<file path="src/rtl/gbx_initiator.sv">
// Single-outstanding GBX bus initiator: turns a command / write-stream / read-stream
// interface into GBX request, write-data and response handshakes with error/timeout status.
module gbx_initiator #(
    parameter logic [15:0] ID      = 16'h0001,
    parameter logic [15:0] USER    = 16'h0000,
    parameter int          TIMEOUT = 1024
) (
    input  logic        clk,
    input  logic        reset,
    input  logic        cmd_valid,
    output logic        cmd_ready,
    input  logic        cmd_write,
    input  logic [31:0] cmd_addr,
    input  logic [3:0]  cmd_len,
    input  logic [1:0]  cmd_size,
    input  logic        wr_valid,
    output logic        wr_ready,
    input  logic [31:0] wr_data,
    output logic        rd_valid,
    input  logic        rd_ready,
    output logic [31:0] rd_data,
    output logic        rd_last,
    output logic        done,
    output logic [1:0]  done_err,
    output logic        greqvalid,
    output logic        greqwrite,
    output logic [31:0] greqaddr,
    output logic [3:0]  greqlen,
    output logic [15:0] greqid,
    output logic [15:0] grequser,
    output logic [1:0]  greqsize,
    output logic        greqdvalid,
    output logic        greqdlast,
    output logic [31:0] greqdata,
    input  logic        greqready,
    input  logic        grspvalid,
    input  logic        grspwerr,
    input  logic        grsprerr,
    input  logic        grsplast,
    input  logic [31:0] grspdata,
    input  logic [15:0] grspid,
    input  logic [15:0] grspuser,
    output logic        grspready
);
    localparam logic [2:0]  S_IDLE  = 3'd0;
    localparam logic [2:0]  S_ADDR  = 3'd1;
    localparam logic [2:0]  S_WDATA = 3'd2;
    localparam logic [2:0]  S_RESP  = 3'd3;
    localparam logic [2:0]  S_DONE  = 3'd4;
    localparam bit          TMO_EN  = (TIMEOUT > 0);
    localparam logic [31:0] TMO_LAST = (TIMEOUT > 0) ? 32'(TIMEOUT - 1) : 32'd0;

    logic [2:0]  state_r, state_s;
    logic        write_r, write_s;
    logic [31:0] addr_r, addr_s;
    logic [3:0]  len_r, len_s;
    logic [1:0]  size_r, size_s;
    logic [3:0]  cnt_r, cnt_s;
    logic [31:0] tmo_r, tmo_s;
    logic [1:0]  err_r, err_s;
    logic        done_r, done_s;
    logic [1:0]  done_err_r, done_err_s;
    logic        drain_r, drain_s;
    logic        addr_hs_s, wbeat_s, rbeat_s, wrsp_s, hs_s, waiting_s, tmo_hit_s, illegal_s;
    logic [1:0]  beat_err_s;
    logic        rd_state_s;
    logic        unused_s;

    assign unused_s = ^grspuser;

    // Handshake decode, timeout detection and per-beat error classification
    always_comb begin
        addr_hs_s  = (state_r == S_ADDR) && greqready;
        wbeat_s    = (state_r == S_WDATA) && wr_valid && greqready;
        rbeat_s    = (state_r == S_RESP) && !write_r && grspvalid && rd_ready;
        wrsp_s     = (state_r == S_RESP) && write_r && grspvalid;
        hs_s       = addr_hs_s || wbeat_s || rbeat_s || wrsp_s;
        waiting_s  = (state_r == S_ADDR) || (state_r == S_WDATA) || (state_r == S_RESP);
        tmo_hit_s  = TMO_EN && waiting_s && !hs_s && (tmo_r == TMO_LAST);
        illegal_s  = (state_r == S_IDLE) && cmd_valid && (cmd_size == 2'd3);
        beat_err_s = 2'd0;
        if (rbeat_s) begin
            // A read must end exactly on its len+1-th beat; both early and missing last count
            if (grsprerr) beat_err_s = 2'd1;
            else if (grspid != ID) beat_err_s = 2'd2;
            else if (grsplast != (cnt_r == 4'd0)) beat_err_s = 2'd1;
            else beat_err_s = 2'd0;
        end else if (wrsp_s) begin
            if (grspwerr) beat_err_s = 2'd1;
            else if (grspid != ID) beat_err_s = 2'd2;
            else if (!grsplast) beat_err_s = 2'd1;
            else beat_err_s = 2'd0;
        end else begin
            beat_err_s = 2'd0;
        end
    end

    // Next-state and datapath update
    always_comb begin
        state_s = state_r;
        write_s = write_r;
        addr_s  = addr_r;
        len_s   = len_r;
        size_s  = size_r;
        cnt_s   = cnt_r;
        drain_s = drain_r;
        tmo_s   = (waiting_s && !hs_s) ? tmo_r + 32'd1 : 32'd0;
        err_s   = ((err_r == 2'd0) && (beat_err_s != 2'd0)) ? beat_err_s : err_r;
        case (state_r)
            S_IDLE: begin
                if (cmd_valid) begin
                    drain_s = 1'b0;
                    if (cmd_size != 2'd3) begin
                        write_s = cmd_write;
                        addr_s  = cmd_addr;
                        len_s   = cmd_len;
                        size_s  = cmd_size;
                        cnt_s   = cmd_len;
                        err_s   = 2'd0;
                        state_s = S_ADDR;
                    end else begin
                        state_s = S_IDLE;
                    end
                end else if (drain_r && grspvalid && grsplast) begin
                    drain_s = 1'b0;
                end else begin
                    drain_s = drain_r;
                end
            end
            S_ADDR: begin
                if (addr_hs_s) state_s = write_r ? S_WDATA : S_RESP;
                else state_s = S_ADDR;
            end
            S_WDATA: begin
                if (wbeat_s && (cnt_r == 4'd0)) state_s = S_RESP;
                else if (wbeat_s) cnt_s = cnt_r - 4'd1;
                else state_s = S_WDATA;
            end
            S_RESP: begin
                if (rbeat_s) begin
                    cnt_s   = (cnt_r == 4'd0) ? 4'd0 : cnt_r - 4'd1;
                    state_s = grsplast ? S_DONE : S_RESP;
                end else if (wrsp_s) begin
                    state_s = S_DONE;
                end else begin
                    state_s = S_RESP;
                end
            end
            S_DONE:  state_s = S_IDLE;
            default: state_s = S_IDLE;
        endcase
        // Timeout overrides whatever the state was doing; late responses are drained in IDLE
        state_s    = tmo_hit_s ? S_DONE : state_s;
        err_s      = tmo_hit_s ? 2'd3 : err_s;
        drain_s    = tmo_hit_s ? 1'b1 : drain_s;
        done_s     = illegal_s || (state_s == S_DONE);
        done_err_s = illegal_s ? 2'd1 : ((state_s == S_DONE) ? err_s : 2'd0);
    end

    // State and status registers
    always_ff @(posedge clk or posedge reset) begin
        if (reset) begin
            state_r    <= S_IDLE;
            write_r    <= 1'b0;
            addr_r     <= 32'd0;
            len_r      <= 4'd0;
            size_r     <= 2'd0;
            cnt_r      <= 4'd0;
            tmo_r      <= 32'd0;
            err_r      <= 2'd0;
            done_r     <= 1'b0;
            done_err_r <= 2'd0;
            drain_r    <= 1'b0;
        end else begin
            state_r    <= state_s;
            write_r    <= write_s;
            addr_r     <= addr_s;
            len_r      <= len_s;
            size_r     <= size_s;
            cnt_r      <= cnt_s;
            tmo_r      <= tmo_s;
            err_r      <= err_s;
            done_r     <= done_s;
            done_err_r <= done_err_s;
            drain_r    <= drain_s;
        end
    end

    assign rd_state_s = (state_r == S_RESP) && !write_r;
    assign cmd_ready  = (state_r == S_IDLE);
    assign greqvalid  = (state_r == S_ADDR);
    assign greqwrite  = write_r;
    assign greqaddr   = addr_r;
    assign greqlen    = len_r;
    assign greqsize   = size_r;
    assign greqid     = ID;
    assign grequser   = USER;
    assign wr_ready   = (state_r == S_WDATA) && greqready;
    assign greqdvalid = (state_r == S_WDATA) && wr_valid;
    assign greqdlast  = (state_r == S_WDATA) && wr_valid && (cnt_r == 4'd0);
    assign greqdata   = (state_r == S_WDATA) ? wr_data : 32'd0;
    assign rd_valid   = rd_state_s && grspvalid;
    assign rd_data    = rd_state_s ? grspdata : 32'd0;
    assign rd_last    = rd_state_s && grsplast;
    assign grspready  = (rd_state_s && rd_ready) || ((state_r == S_RESP) && write_r) ||
                        ((state_r == S_IDLE) && drain_r);
    assign done       = done_r;
    assign done_err   = done_err_r;
endmodule

</file>
<file path="config.mk">
export PLATFORM = sky130hd
export DESIGN_NAME = gbx_initiator
export DESIGN_NICKNAME = d
export VERILOG_FILES = /design/src/rtl/gbx_initiator.sv
export SDC_FILE = /design/constraint.sdc
export NUM_CORES = 1
export LEC_CHECK = 0
export ABC_AREA = 1
export CORE_ASPECT_RATIO = 0.8
export CORE_UTILIZATION = 30
export CTS_CLUSTER_DIAMETER = 150
export DETAILED_ROUTE_END_ITERATION = 10
export GPL_TIMING_DRIVEN = 0
export MAX_ROUTING_LAYER = met4
export PLACE_DENSITY = 0.69
export SYNTH_ARGS = -nofsm -noshare
export SYNTH_HDL_FRONTEND = slang
export SYNTH_SLANG_ARGS = --single-unit
</file>
<file path="constraint.sdc">
create_clock -name clk -period 3.1 [get_ports clk]
set_input_delay 0.775 -clock clk [delete_from_list [all_inputs] [get_ports clk]]
set_output_delay 0.775 -clock clk [all_outputs]
set_load 0.01 [all_outputs]
</file>
### Word level (Yosys, flattened, before mapping)

Cells that the tools add are included.

| word-level totals | value |
|---|---|
| bits in registers | 84 |
| output and inout port bits | 146 |

| operators by class | value |
|---|---|
| add/subtract/negate cells | 2 |
| equal/unequal tests | 14 |
| multiplexer cells | 40 |
| reduce and logical (&&, ||, !) cells | 41 |

Operator list:

| cell | number |
|---|---|
| $mux W32 | 3 |
| $add A32 B1 Y32 const B | 1 |
| $eq A32 B10 Y1 const B | 1 |
| $mux W2 | 14 |
| $mux W4 | 6 |
| $logic_and A1 B1 Y1 | 21 |
| $mux W3 | 7 |
| $ne A16 B1 Y1 const B | 1 |
| $pmux W3 S4 | 1 |
| $pmux W4 S3 | 1 |
| $ne A2 B2 Y1 const B | 5 |
| $logic_or A1 B1 Y1 | 8 |
| $mux W1 | 8 |
| $eq A3 B2 Y1 const B | 2 |
| $reduce_and A6 Y1 | 1 |
| $reduce_bool A3 Y1 | 2 |
| $logic_not A4 Y1 | 1 |
| $reduce_bool A2 Y1 | 2 |
| $sub A4 B1 Y4 const B | 1 |
| $eq A3 B1 Y1 const B | 1 |
| $eq A3 B3 Y1 const B | 1 |
| $logic_not A3 Y1 | 1 |
| $reduce_and A3 Y1 | 1 |
| $eq A2 B2 Y1 const B | 1 |
| 5 further kinds | 6 |

### Longest topological paths before layout

| logic depth | value |
|---|---|
| depth after elaboration | 15 |
| gate-level depth with buffers | 15 |
| mapped depth without buffers | 15 |

### Worst setup path before layout

OpenSTA, ideal clock, no wires.

| path | value |
|---|---|
| path kind | flip-flop to output port |
| start | register state_r[2] |
| end | output port rd_data[10] |
| arrival | 1.320 ns |
| slack | 1.005 ns |
| cell stages (with the launch flop) | 9 |
| cells stage by stage | dfrtp_1 inv_2 nand2_4 inv_2 nand2_2 nor2_2 clkinv_1 clkbuf_1 nor2_1 |

| between the ends | value |
|---|---|
| word-level cells in the longest chain between the ends | 3 |

RTL lines:

| what | line | text |
|---|---|---|
| from (decl) | 53 | `logic [2:0] state_r, state_s;` |
| from (signal assigned) | 175 | `state_r <= state_s;` |
| $eq A3 B2 Y1 | 189 | `assign rd_state_s = (state_r == S_RESP) && !write_r;` |
| $logic_and A1 B1 Y1 | 189 |  |
| $mux W32 | 203 | `assign rd_data = rd_state_s ? grspdata : 32'd0;` |
| to (decl) | 21 | `output logic [31:0] rd_data,` |

No other way between the ends.

### Worst setup path in the final report

| path | value |
|---|---|
| start | input port wr_valid |
| end | output port greqdlast |

| between the ends | value |
|---|---|
| word-level cells in the longest chain between the ends | 2 |

RTL lines:

| what | line | text |
|---|---|---|
| from (decl) | 16 | `input logic wr_valid,` |
| $logic_and A1 B1 Y1 (2 in a row) | 200 | `assign greqdlast = (state_r == S_WDATA) && wr_valid && (cnt_r == 4'd0);` |
| to (decl) | 33 | `output logic greqdlast,` |

No other way between the ends.

==> results.json <==
{
  "status": "completed",
  "crit_slowest_cell": "clkdlybuf4s50_1",
  "whs_ps": 470,
  "worstMarginPinSlew_ps": 534,
  "min_path_type": "flip-flop to flip-flop",
  "clock_sinks": 84,
  "pwr-share-clk_pct": 20.5,
  "synth_area_um2": 5020,
  "synth-seq-area-share_pct": 41.9,
  "crit_path_start_kind": "input port",
  "via_count": 5080,
  "core-area_um2": 16100,
  "core.rowCount": 41,
  "p_int_mw": 3.41,
  "die_h_um": 118,
  "critPathKind": "input port to output pin",
  "routed_via_density": 4.18,
  "r2r_start": "tmo_r[0]",
  "syn_area_per_cell_um2": 7.06,
  "rrSetupSlack_ps": 1180,
  "yosysTopAreaCellShare_pct": 41.9,
  "grt_pass1_vias": 4767,
  "nets": 1142,
  "post-route-period-util_pct": 97.2,
  "antenna_found_initial": 2,
  "first_pass_iters": 4,
  "min_from": "greqaddr[0]",
  "fin_cells": 1216,
  "layout.area.seq_um2": 2100,
  "p_sw_mw": 2.12,
  "seq_power_share_pct": 29.0,
  "setup_violations": 0,
  "layout_common_cells": "clkdlybuf4s50_1, nand2_1, nor2_1",
  "top_usage_layer": "met2",
  "combPwrFrac_pct": 50.5,
  "layout-drive-gt1-share_pct": 9.71,
  "slew_viol_final": 0,
  "crit_top_cell": "clkdlybuf4s50_1",
  "portBuffers": 242,
  "insertion_delay_ps": 340,
  "grt_start_max_net_pins": 46,
  "overflow": 0,
  "wl_mm": 16.4,
  "p_sw_share_pct": 38.3,
  "use_met1_pct": 26.0,
  "critPathTopFamily": "buffers and inverters",
  "yosys.area.top_type": "dfrtp_1",
  "fin_crit_ps": 3010,
  "slew_headroom_pct": 64.1,
  "hold_viol": 0,
  "maxCapViolations": 0,
  "whs_path_depth": 2,
  "start_util_pct": 31.2,
  "ys_types": 37,
  "dp_hpwl_mm": 13.3,
  "fmax_mhz": 332,
  "arrival_ps": 2240,
  "ys_warn_count": 0,
  "h-tree-depth": 3,
  "min_to": "greqaddr[0]",
  "post-cts-setup-buffers": 0,
  "die_x_um": 147,
  "drc": 0,
  "dp.cells": 1198,
  "gr-usage-met2_pct": 29.0,
  "multiInputGateArea_um2": 2250,
  "grtUsageTotal_pct": 19.7,
  "cp_data_required_time_ps": 2320,
  "max_stage_delay_ps": 590,
  "wl_per_cell_um": 13.5,
  "fillerInstances": 1555,
  "cts_buffer_depth": 2,
  "path_clk_slew_ps": 70,
  "io_pins": 291,
  "reg2reg_depth": 12,
  "clockRootBuffer": "clkbuf_16",
  "ys_top_cells_by_area": "dfrtp_1, nand2_1, nor2_1",
  "antenna_left": 0,
  "clock_skew_ps": 8.53,
  "tritoncts": "done",
  "path_buf_inv": 3,
  "ctsHoldBuffers": 0,
  "p_per_area_nw_per_um2": 672,
  "use_met3_pct": 6.32,
  "r2r_end": "tmo_r[24]",
  "grt_pass1_wl_mm": 25.5,
  "irDropWorstVdd_uv": 384,
  "rsz0062_at_grt": "no",
  "area_delta_synth_final_pct": 64.1,
  "crit_chain": "clkdlybuf4s50_1, inv_1, nor3_1, clkdlybuf4s50_1",
  "final_common_cell": "clkdlybuf4s50_1",
  "gp_congestion": 0.906,
  "worstSetupEndpointType": "output pin",
  "cts_inserted_buffers": 9,
  "syn_inst": 710,
  "path_max_fanout": 2,
  "drtIter0Drc": 211,
  "dieArea_um2": 17200,
  "ys_seq_elements": 84,
  "p_leak_nw": 4.35
}
==> final cells by class <==
class	count	share of cell area [%]
clock buffers	9	2.74
plain buffers	49	4.07
inverters	121	5.59
multi-input cells	486	27.3
clock inverters	7	1.06
well taps	215	3.27
flip-flops and latches	84	25.5
diodes	2	0.0608
repair buffers	243	30.4
==> tightest hold or removal path: cells and delay by family (launching register included) <==
family	cells	cell delay, ps
flops	1	340
simple gates	2	100
==> logic make-up (layout without fill, tap and decap cells) <==
logic type | Yosys count | after routing | share of synthesized area [%]
compound gates | 38 | 38 | 4.47
xor+xnor | 17 | 17 | 2.97
fa+ha+maj | 3 | 3 | 0.748
buf+inv | 170 | 429 | 15.7
flops | 84 | 84 | 41.9
other cells | 2 | 34 | 0.150
simple gates | 396 | 396 | 34.1
==> flip-flops by register name, indices dropped and copies added, names as in the netlist, 2 cells and up <==
name      cells
err_r         2
done_err      2
tmo_r        32
state_r       3
greqlen       4
greqsize      2
cnt_r         4
greqaddr     32
==> worst max path at each step <==
stage / startpoint / endpoint / slack (ps) / cells past startpoint
after floorplan: reset / cnt_r[0] / 160 / 1
after global placement: reset / greqlen[2] / -1300 / 2
after detailed placement: wr_valid / greqdlast / 50 / 4
after CTS: state_r[2] / rd_data[10] / 20 / 9
after global routing: state_r[2] / greqdata[3] / 2 / 7
final: wr_valid / greqdlast / 90 / 4
==> metrics by stage <==
step           worst slack (ps)  cell area [um2]  utilization (%)  total power [mW]  TNS (ps)
2_1_floorplan               160             5130                -              2.94         0
3_3_place_gp              -1300             7820             48.7              4.40   -108970
3_5_place_dp               53.4             7850             48.9              4.43         0
4_1_cts                    17.1             8170             50.9              5.61         0
5_1_grt                    2.16             8230             51.3              5.93         0
6_report                   86.0             8230             51.3              5.54         0
==> power by group through the flow <==
| stage | Combinational, mW | Sequential [mW] | Clock (mW) |
|---|---|---|---|
| 2_1_floorplan | 1.23 | 1.71 | 0 |
| 3_3_place_gp | 2.79 | 1.61 | 0 |
| 3_5_place_dp | 2.82 | 1.61 | 0 |
| 4_1_cts | 2.83 | 1.60 | 1.17 |
| 5_1_grt | 3.06 | 1.65 | 1.21 |
| 6_report | 2.80 | 1.60 | 1.13 |
==> cells in the mapped netlist (all sizes together) <==
library cell / number
a21oi: 10
o311ai: 1
o22ai: 2
clkinv: 1
o21ai: 18
a31oi: 3
o21a: 2
o22a: 1
nand4: 10
nor4: 7
nor2: 140
inv: 120
dfrtp: 84
nand3: 18
nor3: 26
clkbuf: 8
ha: 3
conb: 2
xor2: 14
nor3b: 1
buf: 41
a211oi: 1
xnor2: 3
nand2: 194
==> timing repair <==
action / CTS / global route
endpoints found under the setup margin: 30 / 30
endpoints found under the hold margin: 0 / 0
gates resized for setup: 4 / 27
==> metal layers <==
| layer | share of wire, % | vias to the layer above |
|---|---|---|
| li1 | - | 2652 |
| met1 | 47 | 2245 |
| met2 | 44 | 163 |
| met3 | 8.1 | 20 |
| met4 | 1.2 | 0 |
| met5 | 0 | - |
Power figures use the tool's default switching activity.
